--- src/rtl/store_commit_queue.sv ---
// store_commit_queue: circular store buffer between writeback and memory.
// Stores enter speculatively at tail, become committed in order as the ROB
// retires them (cptr), and drain to memory from head. A flush discards the
// speculative region [cptr, tail) and keeps the committed region [head, cptr).
// Optional byte-granular store-to-load forwarding: define STORE_FORWARD_EN.
//
// Handshakes:
//   write : wb_valid && wb_ready accepts a store; wb_ready depends on registers only.
//   drain : mem_write_en && mem_ready transfers entry[head]; while
//           mem_write_en && !mem_ready all mem_* outputs hold stable.
module store_commit_queue #(
    parameter int ADDR_WIDTH = 32,
    parameter int DATA_WIDTH = 32,
    parameter int QUEUE      = 16,
    parameter int STRB       = DATA_WIDTH / 8
) (
    input  logic                        clk,
    input  logic                        rst,
    input  logic                        wb_valid,
    input  logic [ADDR_WIDTH-1:0]       waddr_wb,
    input  logic [DATA_WIDTH-1:0]       wdata_wb,
    input  logic [STRB-1:0]             wstrb_wb,
    output logic                        wb_ready,
    input  logic                        commit_valid,
    input  logic                        flush,
    output logic                        mem_write_en,
    input  logic                        mem_ready,
    output logic [ADDR_WIDTH-1:0]       mem_waddr,
    output logic [DATA_WIDTH-1:0]       mem_wdata,
    output logic [STRB-1:0]             mem_wstrb,
    input  logic [ADDR_WIDTH-1:0]       load_addr,
    input  logic [STRB-1:0]             load_strb,
    output logic                        fwd_hit,
    output logic                        fwd_partial,
    output logic [DATA_WIDTH-1:0]       fwd_data,
    output logic                        full,
    output logic                        empty,
    output logic [$clog2(QUEUE):0]      count
);

    // Pointer width carries one wrap bit above the index bits.
    localparam int IW = $clog2(QUEUE);
    localparam int PW = IW + 1;
    localparam logic [PW-1:0] DEPTH = PW'(QUEUE);

    logic [ADDR_WIDTH-1:0] addr_q [QUEUE];
    logic [DATA_WIDTH-1:0] data_q [QUEUE];
    logic [STRB-1:0]       strb_q [QUEUE];

    logic [PW-1:0] head_q, head_d;
    logic [PW-1:0] cptr_q, cptr_d;
    logic [PW-1:0] tail_q, tail_d;

    logic wr_en;
    logic commit_en;
    logic drain_en;

    assign count        = tail_q - head_q;
    assign full         = (count == DEPTH);
    assign empty        = (count == '0);
    assign wb_ready     = !full;
    assign mem_write_en = (head_q != cptr_q);
    assign mem_waddr    = addr_q[head_q[IW-1:0]];
    assign mem_wdata    = data_q[head_q[IW-1:0]];
    assign mem_wstrb    = strb_q[head_q[IW-1:0]];

    // A write in a flush cycle is dropped; commit only touches written entries.
    assign wr_en     = wb_valid && wb_ready && !flush;
    assign commit_en = commit_valid && (cptr_q != tail_q);
    assign drain_en  = mem_write_en && mem_ready;

    // Next pointers: commit resolves before flush so a same-cycle commit survives.
    always_comb begin
        head_d = head_q;
        cptr_d = cptr_q;
        tail_d = tail_q;
        if (drain_en)  head_d = head_q + 1'b1;
        if (commit_en) cptr_d = cptr_q + 1'b1;
        if (flush)      tail_d = cptr_d;
        else if (wr_en) tail_d = tail_q + 1'b1;
    end

    // Pointer registers with synchronous reset; reset discards every entry.
    always_ff @(posedge clk) begin
        if (rst) begin
            head_q <= '0;
            cptr_q <= '0;
            tail_q <= '0;
        end else begin
            head_q <= head_d;
            cptr_q <= cptr_d;
            tail_q <= tail_d;
        end
    end

    // Entry storage; contents are don't-care until covered by the pointers.
    always_ff @(posedge clk) begin
        if (wr_en) begin
            addr_q[tail_q[IW-1:0]] <= waddr_wb;
            data_q[tail_q[IW-1:0]] <= wdata_wb;
            strb_q[tail_q[IW-1:0]] <= wstrb_wb;
        end
    end

`ifdef STORE_FORWARD_EN
    localparam int OFF = $clog2(STRB);

    logic [STRB-1:0]       cov;
    logic [DATA_WIDTH-1:0] fdata;
    logic [IW-1:0]         idx;

    // Walk valid entries oldest to youngest so the youngest match wins per byte.
    always_comb begin
        cov   = '0;
        fdata = '0;
        idx   = '0;
        for (int k = 0; k < QUEUE; k++) begin
            idx = head_q[IW-1:0] + IW'(k);
            if ((PW'(k) < count) &&
                (addr_q[idx][ADDR_WIDTH-1:OFF] == load_addr[ADDR_WIDTH-1:OFF])) begin
                for (int b = 0; b < STRB; b++) begin
                    if (strb_q[idx][b] && load_strb[b]) begin
                        cov[b]           = 1'b1;
                        fdata[b*8 +: 8]  = data_q[idx][b*8 +: 8];
                    end
                end
            end
        end
    end

    assign fwd_hit     = (load_strb != '0) && (cov == load_strb);
    assign fwd_partial = (cov != '0) && (cov != load_strb);
    assign fwd_data    = fdata;
`else
    logic unused_fwd_inputs;
    assign unused_fwd_inputs = ^{load_addr, load_strb};
    assign fwd_hit     = 1'b0;
    assign fwd_partial = 1'b0;
    assign fwd_data    = '0;
`endif

endmodule

--- config.mk ---
export PLATFORM = sky130hd
export DESIGN_NAME = store_commit_queue
export DESIGN_NICKNAME = d
export VERILOG_FILES = /design/src/rtl/store_commit_queue.sv
export SDC_FILE = /design/constraint.sdc
export NUM_CORES = 1
export LEC_CHECK = 0
export ABC_AREA = 1
export BUFFER_PORTS_ARGS = -buffer_cell sky130_fd_sc_hd__buf_2
export CAP_MARGIN = 40
export CORE_AREA = 2 2 391 393
export CTS_CLUSTER_SIZE = 14
export DETAILED_ROUTE_END_ITERATION = 10
export DIE_AREA = 0 0 393 395
export PLACE_DENSITY = 0.52
export SYNTH_ARGS = -nofsm -noshare
export SYNTH_HDL_FRONTEND = slang
export SYNTH_SLANG_ARGS = --single-unit
--- constraint.sdc ---
create_clock -name clk -period 5.95 [get_ports clk]
set_input_delay 0.595 -clock clk [delete_from_list [all_inputs] [get_ports clk]]
set_output_delay 0.595 -clock clk [all_outputs]
set_load 0.01 [all_outputs]
==> flow_metrics.tcl <==
set metrics [dict create \
    topRoutingLayerUsed "met5" \
    clock_latency_ns 0.72 \
    core_um2 151000 \
    setup-tns-final_ns 0 \
    wl_met2_um 50600 \
    postSynthCellCount 3094 \
    syn_area_per_cell_um2 14.6 \
    ys_top_cells_by_area "edfxtp_1 (73%), mux2i_1 (6.0%), o211ai_1 (4.5%)" \
    syn_area_um2 45000 \
    worst_path_most_repeated_cell "inv_1" \
    critPathCaptureType "flip-flop" \
    drc_errors 0 \
    cp.required_ns 6.31 \
    grt_max_degree 137 \
    postRouteAntennaNets 0 \
    run_status "finished clean" \
    critPathLaunchType "flip-flop" \
    fmax_mhz 258 \
    overflow 0 \
    cts.htree.levels 3 \
    die_area_um2 155000 \
    cts_resized 0 \
    synth_seq_area_share 0.734 \
    vias 24894 \
    final_core_util 0.341 \
    power-per-cell-area_nw_per_um2 373 \
    ys_dominant_reg_cell "edfxtp_1" \
    yosysTopAreaCellShare 0.725 \
    portBuffers 150 \
    cts_made_buffers 112 \
    grt_pass1_wl_um 162000 \
    area_delta_synth_final_pct 14.4 \
    fin_skew_ns 0.0209 \
    critical_path_class "flip-flop to flip-flop" \
    die_y_um 395 \
    design_area_um2 51500 \
    peakVddDrop_v 0.000248 \
    cts_tree "done" \
    synth_cell_types 33 \
    grt_pass1_vias 24584 \
    crit_buf_inv 4 \
    wl_met1_um 52100 \
    hp-class "input port to flip-flop" \
    fill_cells 14596 \
    drv_slew 0 \
    cpLargestDelayFamily "simple AND/OR/NAND/NOR gates" \
    clock-sinks 1107 \
    rsz0062_at_grt "no" \
    gp_congestion 0.717 \
    io_pins 221 \
    routed-wl-met3_um 5330 \
    post_route_cells_drive_above_1_share 0.117 \
    chipWidth_um 393 \
    worst_pin_slew_ns 0.861 \
    place_area_um2 48000 \
    finalCritPeriodShare 0.652 \
    cts_setup_buffers 0 \
    drt-initial-drc-count 1883 \
    viasPerCell 4.66 \
    track_usage 0.141 \
    synth_edf_count 1088 \
    slew_headroom 0.426 \
    path_clk_slew_ns 0.06 \
    wl_um 110000 \
    p_leak_nw 17.1 \
    synth_top_cell_by_area "edfxtp_1" \
    ys_warn_count 0 \
    antenna_found_initial 28 \
    nets 3341 \
    cp_cell_sequence "inv_1 > ha_1 > inv_1 > fa_1 > xor2_1 > nor2_1 > nand3_2 > nand3_1 > inv_2 > nand2_1 > nor2_4 > buf_4" \
    wl_per_cell_um 20.6 \
    row_count 143 \
    hold_viol_final 0 \
    cpMaxStageDelayCell "nor2_4" \
    finalSetupViolCount 0 \
    cts_buffer_depth 3 \
    critPathMaxStageDelay_ns 0.66 \
    arrival_ns 4.24 \
    initial_utilization 0.298 \
    synth_seq_cells 1107 \
    clockRootBuffer "clkbuf_16" \
    async_flop_share 0 \
    maxCapViolCount 0 \
    path_max_fanout 18 \
    cts_hold_buf 0 \
    dp_hpwl_um 56200 \
    min_period_ns 3.88 \
    dr.pass1.iters 5 \
]
-- power breakdown --
part	total (mW)	internal (mW)	switching, mW
logic	3.59	1.24	2.35
registers	8.79	8.72	0.0758
clock network	6.82	3.87	2.95
-- through the flow --
| stage | hold slack (ns) | power [mW] | setup WS (ns) | cells |
|---|---|---|---|---|
| floorplan | 0.482 | 11.6 | 0.681 | 3127 |
| global placement | 0.525 | 12.6 | 1.99 | 5125 |
| detailed placement | 0.521 | 12.6 | 2.05 | 5136 |
| CTS | 0.121 | 19.5 | 2.01 | 5345 |
| global route | 0.166 | 20.1 | 1.73 | 5345 |
| finish | 0.185 | 19.2 | 2.07 | 5347 |
-- cell usage after synthesis (all sizes together) (19+ instances only) --
| master | n |
|---|---|
| nand2 | 120 |
| inv | 302 |
| buf | 151 |
| nand3 | 124 |
| clkbuf | 81 |
| mux2i | 272 |
| o21ai | 316 |
| a21oi | 283 |
| nor2 | 36 |
| dfxtp | 19 |
| o211ai | 272 |
| edfxtp | 1088 |
-- cell usage in the layout, fill, tap and decap left out, types with 8 or more instances in the layout --
| cell type | netlist | routed |
|---|---|---|
| xor2_1 | 8 | 8 |
| o21ai_1 | 8 | 8 |
| buf_4 | 35 | 28 |
| clkbuf_16 | 0 | 112 |
| nor2_1 | 36 | 20 |
| bufinv_16 | 0 | 9 |
| clkbuf_1 | 80 | 32 |
| o21ai_0 | 308 | 308 |
| a21oi_1 | 283 | 283 |
| buf_16 | 0 | 8 |
| nor2_4 | 0 | 16 |
| mux2i_1 | 272 | 272 |
| buf_2 | 37 | 150 |
| o211ai_1 | 272 | 272 |
| conb_1 | 1 | 34 |
| edfxtp_1 | 1088 | 1088 |
| nand2_1 | 116 | 116 |
| ha_1 | 10 | 10 |
| nand3_1 | 122 | 122 |
| clkinv_2 | 0 | 13 |
| clkinv_1 | 0 | 32 |
| buf_12 | 3 | 25 |
| inv_1 | 297 | 297 |
| dfxtp_1 | 19 | 15 |
-- cell families after synthesis --
group / share of synthesized area
AOI/OAI and AO/OA: 0.112
xor gates and xnor gates: 0.00214
adders and majority gates: 0.00322
buffers and inverters: 0.0602
DFF: 0.734
muxes: 0.0604
other: 0.0000833
and+or+nand+nor: 0.0281
-- worst paths after layout --
check                           startpoint      endpoint  slack, ns  cells past startpoint
worst max-delay path             tail_q[0]  addr_q[8][0]       2.07                     12
worst min-delay path                   rst     cptr_q[0]       0.19                      2
worst max register to register   tail_q[0]  addr_q[8][0]       2.07                     12
worst min register to register   head_q[4]     head_q[4]       0.53                      2
-- state kept, by name, summed over array words and instances, names as in the netlist, named ones only --
name    flops
data_q    512
strb_q     64
tail_q      5
head_q      5
cptr_q      5
addr_q    512
-- layout make-up --
type / instances / area [um2] / share of cell area
antenna: 2 / 5.00 / 0.0000972
clock buffer: 144 / 2920 / 0.0567
clock inverter: 65 / 627 / 0.0122
inverter: 302 / 1150 / 0.0223
multi-input combinational: 1486 / 9520 / 0.185
sequential: 1107 / 33100 / 0.642
tap: 2030 / 2540 / 0.0493
timing repair buffer: 211 / 1680 / 0.0326
-- routing by layer --
layer	GRT usage	vias to the layer above
met1	0.198	12416
met5	0	-
met3	0.0244	157
li1	-	11783
met4	0.0361	32
met2	0.224	506
No activity file was read; power rests on OpenSTA's default activity.
